**src/rtl/cpu_defs_pkg.sv**
```systemverilog
// Shared CPU definitions: datapath widths, reset/NOP constants and fetch FSM states.
package cpu_defs;
  localparam int unsigned INS_W = 32;
  localparam int unsigned PC_W  = 32;

  localparam logic [INS_W-1:0] NOP_INS_DEF  = 32'h0000_0000;
  localparam logic [PC_W-1:0]  RESET_PC_DEF = 32'h0000_0000;

  typedef enum logic [1:0] {
    FETCH,
    HOLD,
    DISCARD
  } fetch_state_e;
endpackage

```
**src/rtl/if_stage_pc_reg.sv**
```systemverilog
// PC register: synchronous reset, +4 advance (wraps mod 2^32) and word-aligned load.
module pc_reg
  import cpu_defs::*;
#(
  parameter logic [PC_W-1:0] RESET_PC = RESET_PC_DEF
) (
  input  logic            clk,
  input  logic            i_reset,
  input  logic            i_load,
  input  logic [PC_W-1:0] i_load_pc,
  input  logic            i_inc,
  output logic [PC_W-1:0] o_pc
);
  logic [PC_W-1:0] r_pc;

  always_ff @(posedge clk) begin
    if (i_reset) begin
      r_pc <= RESET_PC;
    end else if (i_load) begin
      r_pc <= i_load_pc & ~PC_W'(3);
    end else if (i_inc) begin
      r_pc <= r_pc + PC_W'(4);
    end
  end

  assign o_pc = r_pc;
endmodule

```
**src/rtl/if_stage.sv**
```systemverilog
// IF stage: PC, req/ack instruction-memory port, one-entry skid buffer, redirect handling.
// Optional macro DELAY_SLOT_EN: the instruction following a redirect is kept as a delay slot.
module if_stage
  import cpu_defs::*;
#(
  parameter logic [PC_W-1:0]  RESET_PC = RESET_PC_DEF,
  parameter logic [INS_W-1:0] NOP_INS  = NOP_INS_DEF
) (
  input  logic             clk,
  input  logic             reset,
  input  logic             stall_id,
  input  logic             redirect_valid,
  input  logic [PC_W-1:0]  redirect_pc,
  output logic             imem_req,
  output logic [PC_W-1:0]  imem_addr,
  input  logic             imem_ack,
  input  logic [INS_W-1:0] imem_rdata,
  output logic             id_valid,
  output logic [PC_W-1:0]  id_pc,
  output logic [INS_W-1:0] id_ins
);
  fetch_state_e     r_state, w_next_state;
  logic             r_req, w_req_next;
  logic [PC_W-1:0]  w_pc, w_tgt, r_tgt, w_load_pc;
  logic             w_pc_load, w_pc_inc, w_tgt_load;
  logic             w_id_mem, w_id_skid, w_id_flush, w_skid_load;
  logic [INS_W-1:0] r_skid_ins;
  logic             r_id_valid;
  logic [PC_W-1:0]  r_id_pc;
  logic [INS_W-1:0] r_id_ins;
`ifdef DELAY_SLOT_EN
  logic             r_ds_pending, w_ds_clr;
`endif

  assign w_tgt = redirect_pc & ~PC_W'(3);

  pc_reg #(.RESET_PC(RESET_PC)) u_pc_reg (
    .clk       (clk),
    .i_reset   (reset),
    .i_load    (w_pc_load),
    .i_load_pc (w_load_pc),
    .i_inc     (w_pc_inc),
    .o_pc      (w_pc)
  );

  always_ff @(posedge clk) begin
    if (reset) r_state <= FETCH;
    else       r_state <= w_next_state;
  end

  always_comb begin
    w_next_state = r_state;
    w_req_next   = r_req;
    w_pc_load    = 1'b0;
    w_load_pc    = r_tgt;
    w_pc_inc     = 1'b0;
    w_tgt_load   = 1'b0;
    w_id_mem     = 1'b0;
    w_id_skid    = 1'b0;
    w_id_flush   = 1'b0;
    w_skid_load  = 1'b0;
`ifdef DELAY_SLOT_EN
    w_ds_clr     = 1'b0;
`endif
    case (r_state)
      FETCH: begin
        w_req_next = 1'b1;
        if (r_req && imem_ack) begin
          if (stall_id) begin
            w_skid_load  = 1'b1;
            w_req_next   = 1'b0;
            w_next_state = HOLD;
          end else begin
            w_id_mem = 1'b1;
            w_pc_inc = 1'b1;
          end
        end else if (!stall_id) begin
          w_id_flush = 1'b1;
        end
      end
      HOLD: begin
        if (!stall_id) begin
          w_id_skid    = 1'b1;
          w_pc_inc     = 1'b1;
          w_req_next   = 1'b1;
          w_next_state = FETCH;
        end
      end
      DISCARD: begin
        if (!stall_id) w_id_flush = 1'b1;
        if (imem_ack) begin
          w_pc_load    = 1'b1;
          w_next_state = FETCH;
        end
      end
      default: w_next_state = FETCH;
    endcase
`ifdef DELAY_SLOT_EN
    if (redirect_valid) w_tgt_load = 1'b1;
    // Delivering the slot instruction is what steers pc to the saved target.
    if (w_pc_inc && (redirect_valid || r_ds_pending)) begin
      w_pc_inc  = 1'b0;
      w_pc_load = 1'b1;
      w_load_pc = redirect_valid ? w_tgt : r_tgt;
      w_ds_clr  = 1'b1;
    end
`else
    if (redirect_valid) begin
      w_id_mem    = 1'b0;
      w_id_skid   = 1'b0;
      w_skid_load = 1'b0;
      w_pc_inc    = 1'b0;
      w_id_flush  = 1'b1;
      w_req_next  = 1'b1;
      if (r_req && !imem_ack) begin
        w_next_state = DISCARD;
        w_tgt_load   = 1'b1;
        w_pc_load    = 1'b0;
      end else begin
        w_next_state = FETCH;
        w_pc_load    = 1'b1;
        w_load_pc    = w_tgt;
      end
    end
`endif
  end

  always_ff @(posedge clk) begin
    if (reset) begin
      r_req      <= 1'b0;
      r_id_valid <= 1'b0;
      r_id_pc    <= '0;
      r_id_ins   <= NOP_INS;
      r_skid_ins <= NOP_INS;
      r_tgt      <= RESET_PC;
    end else begin
      r_req <= w_req_next;
      if (w_id_flush) begin
        r_id_valid <= 1'b0;
        r_id_ins   <= NOP_INS;
      end else if (w_id_mem) begin
        r_id_valid <= 1'b1;
        r_id_pc    <= w_pc;
        r_id_ins   <= imem_rdata;
      end else if (w_id_skid) begin
        r_id_valid <= 1'b1;
        r_id_pc    <= w_pc;
        r_id_ins   <= r_skid_ins;
      end
      if (w_skid_load) r_skid_ins <= imem_rdata;
      if (w_tgt_load)  r_tgt      <= w_tgt;
    end
  end

`ifdef DELAY_SLOT_EN
  always_ff @(posedge clk) begin
    if (reset)               r_ds_pending <= 1'b0;
    else if (w_ds_clr)       r_ds_pending <= 1'b0;
    else if (redirect_valid) r_ds_pending <= 1'b1;
  end
`endif

  assign imem_req  = r_req;
  assign imem_addr = w_pc;
  assign id_valid  = r_id_valid;
  assign id_pc     = r_id_pc;
  assign id_ins    = r_id_ins;
endmodule

```
**config.mk**
```make
export PLATFORM = sky130hd
export DESIGN_NAME = if_stage
export DESIGN_NICKNAME = d
export VERILOG_FILES = /design/src/rtl/cpu_defs_pkg.sv /design/src/rtl/if_stage_pc_reg.sv /design/src/rtl/if_stage.sv
export SDC_FILE = /design/constraint.sdc
export NUM_CORES = 1
export LEC_CHECK = 0
export ABC_AREA = 1
export CELL_PAD_IN_SITES_DETAIL_PLACEMENT = 1
export CELL_PAD_IN_SITES_GLOBAL_PLACEMENT = 2
export CORE_ASPECT_RATIO = 0.8
export CORE_UTILIZATION = 29
export DETAILED_ROUTE_END_ITERATION = 10
export GPL_ROUTABILITY_DRIVEN = 0
export PLACE_DENSITY = 0.94
export SLEW_MARGIN = 30
export SYNTH_ARGS = -nofsm -noshare
export SYNTH_HDL_FRONTEND = slang
export SYNTH_SLANG_ARGS = --single-unit
```
**constraint.sdc**
```tcl
create_clock -name clk -period 4.5 [get_ports clk]
set_clock_uncertainty 0.2 [all_clocks]
set_input_delay 0.675 -clock clk [delete_from_list [all_inputs] [get_ports clk]]
set_output_delay 0.675 -clock clk [all_outputs]
set_load 0.03 [all_outputs]
```
==> qor.yml <==
outcome:
  status: "finished, final reports clean"
setup_path:
  cp-start-kind: "input port"
  crit_type: "input port to flip-flop"
  cp.arrival_ps: 3240
  reg2reg_depth: 6
  worstSetupEndpointType: "flip-flop"
  reg2reg_slack_ps: 1800
  worstPathMaxFanout: 48
  cp.required_ps: 4630
  r2r_end: "id_ins[23]"
  reg2reg_from: "r_state[1]"
synthesis:
  synth.top_cell.area_share: 0.456
  syn_inst: 992
  synth_top_family_by_area: "compound AO/OA/AOI/OAI gates"
  synth_compound_area_frac: 0.239
  yosys.area.top_type: "dfxtp_1"
  ys_ff_latch: 158
  synth_warnings: 0
  synth_xor_area_frac: 0.00506
  ys_seq_area_frac: 0.456
  synthDistinctLibCells: 29
  syn_avg_cell_area_um2: 6.99
  synthMuxAreaShare: 0
  synthTopCellsByArea: "dfxtp_1, a21oi_1, nor2_1"
  netlist_area_um2: 6930
  synth_simple_gate_area_frac: 0.216
  synth_fa_ha_area_frac: 0.00181
global_routing:
  grt_pass1_wl_mm: 38.5
  grt_pass1_vias: 6928
  grt_max_degree: 50
  overflow: 0
  grt_use_total: 0.202
  antenna_found_initial: 3
sta:
  rsz0062_at_grt: "no"
  fmax_ghz: 0.321
  finalCritPeriodShare: 0.691
  setup_viol: 0
  final_hold_viol_count: 0
  timing.setup.tns_ps: 0
  final_max_slew_viol_count: 0
  fin_crit_ps: 3110
  tightest_slew_ps: 889
  maxSlewHeadroom: 0.405
  fin_ws_ps: 1390
clock_tree:
  clk_latency_ps: 430
  numCtsBuffers: 17
  cts_tree: "built"
  ctsHoldBuffers: 0
  htree_levels: 4
  ctsResizeCount: 0
  cts_setup_buffers: 0
  cts_root_buffer: "clkbuf_16"
  clock_path_buffers: 2
  cts_sinks: 158
  clkSlewWorstSetupHoldPaths_ps: 70
die:
  io_pins: 167
  rows: 50
  die_h_um: 140
  die_w_um: 175
  start_util: 0.296
  core_area_um2: 23400
  die_area_um2: 24500
placed_design:
  pre_cts_ws_ps: 860
  dp.cells: 1420
  io_buffers: 160
  place_hpwl_mm: 17.1
detailed_routing:
  drt_iter0_drc: 386
  vias_per_cell: 4.90
  wl_mm: 24.5
  first_pass_iters: 4
  vias: 7119
  drc: 0
  ant_nets: 0
  wire_per_inst_um: 16.9
power_and_ir_drop:
  ir_drop_mv: 0.268
  power_leakage_nw: 3.47
  power_density_nw_per_um2: 381
flow_run:
  cap_violations: 0
finish:
  layoutNonFillerInstCount: 1453
  drive_gt1_frac: 0.0544
  area_delta_synth_final_pct: 35.4
  final_nets: 1197
hold_path:
  worstHoldStart: "r_tgt[28]"
  hp-class: "flip-flop to flip-flop"
  hold_depth: 2
  hold_end: "r_tgt[28]"
## where the power goes
part | internal (mW) | leakage [nW] | switching (mW)
registers | 1.46 | 1.29 | 0.0620
clock network | 0.895 | 0.309 | 0.678
logic | 0.188 | 1.88 | 0.294
## metrics by stage
step	utilization	area [um^2]	power (mW)	hold WS, ps
after floorplan	-	6940	1.80	225
after global placement	0.374	8760	2.02	234
after detailed placement	0.374	8760	2.03	242
after CTS	0.401	9380	3.61	251
after global routing	0.401	9380	3.73	276
final	0.401	9380	3.58	249
## cell families after synthesis
family / after synthesis
flops: 158
other cells: 1
fa+ha+maj: 1
simple gates: 371
compound gates: 324
buf+inv: 133
xor+xnor: 4
## how the worst max path moves through the flow
stage | start | end | slack, ps
floorplan | u_pc_reg.o_pc[3] | u_pc_reg.o_pc[20] | 2510
global placement | imem_ack | id_ins[22] | 980
detailed placement | imem_ack | id_ins[23] | 860
CTS | imem_ack | id_ins[23] | 1330
global route | imem_ack | id_ins[23] | 1180
finish | imem_ack | id_ins[23] | 1390
## cell usage after synthesis (all sizes together)
master / n
a211oi: 1
o211ai: 3
o21ai: 173
and2: 1
a21oi: 144
clkbuf: 28
nand2: 139
ha: 1
nor4: 2
o21a: 1
a22oi: 2
nand4: 3
dfxtp: 158
nor3: 7
conb: 1
inv: 71
buf: 34
nand3: 38
nand3b: 2
nor2: 179
xor2: 4
## final cells by class
cell class / count / area (um^2)
Sequential cell: 158 / 3160
Multi-Input combinational cell: 704 / 3210
Fill cell: 2926 / 14000
Tap cell: 312 / 390
Clock buffer: 17 / 425
Timing Repair Buffer: 175 / 1730
Inverter: 71 / 267
Antenna cell: 1 / 2.50
Clock inverter: 15 / 195
## sequential cells by signal, summed over array words and instances (netlist names)
signal	cells
u_pc_reg.o_pc	30
r_skid_ins	32
r_state	2
id_ins	32
id_valid	1
imem_req	1
r_tgt	30
id_pc	30
## cell usage in the layout, fill, tap and decap left out, types with 2 or more instances in the layout
| cell | instances |
|---|---|
| conb_1 | 4 |
| dfxtp_1 | 158 |
| clkbuf_16 | 17 |
| o211ai_1 | 3 |
| inv_6 | 6 |
| a22oi_1 | 2 |
| nand3b_1 | 2 |
| clkdlybuf4s50_1 | 160 |
| inv_2 | 7 |
| nor2_2 | 4 |
| xor2_1 | 4 |
| nor4_1 | 2 |
| o21ai_1 | 44 |
| o21ai_0 | 127 |
| bufinv_16 | 3 |
| nor3_1 | 6 |
| buf_4 | 14 |
| nand2_1 | 138 |
| nand4_1 | 3 |
| clkinv_2 | 2 |
| inv_1 | 64 |
| nor2_1 | 175 |
| a21oi_1 | 144 |
| nand3_1 | 38 |
| inv_8 | 3 |
## per-layer routing
layer  wire (um)  up-vias  global-route usage
li1            -     3530                   -
met1       12400     3415               0.294
met2       10700      163               0.303
met3        1300       11              0.0396
met4         156        0              0.0476
met5           0        -                   0
## worst max-delay path: stages
cell             delay, ps
clkdlybuf4s50_1        500
nand2_1                180
nor2_2                  70
o21ai_4                690
inv_2                  480
buf_12                 320
o21ai_0                210
a21oi_1                 60
Power figures use the tool's default switching activity.
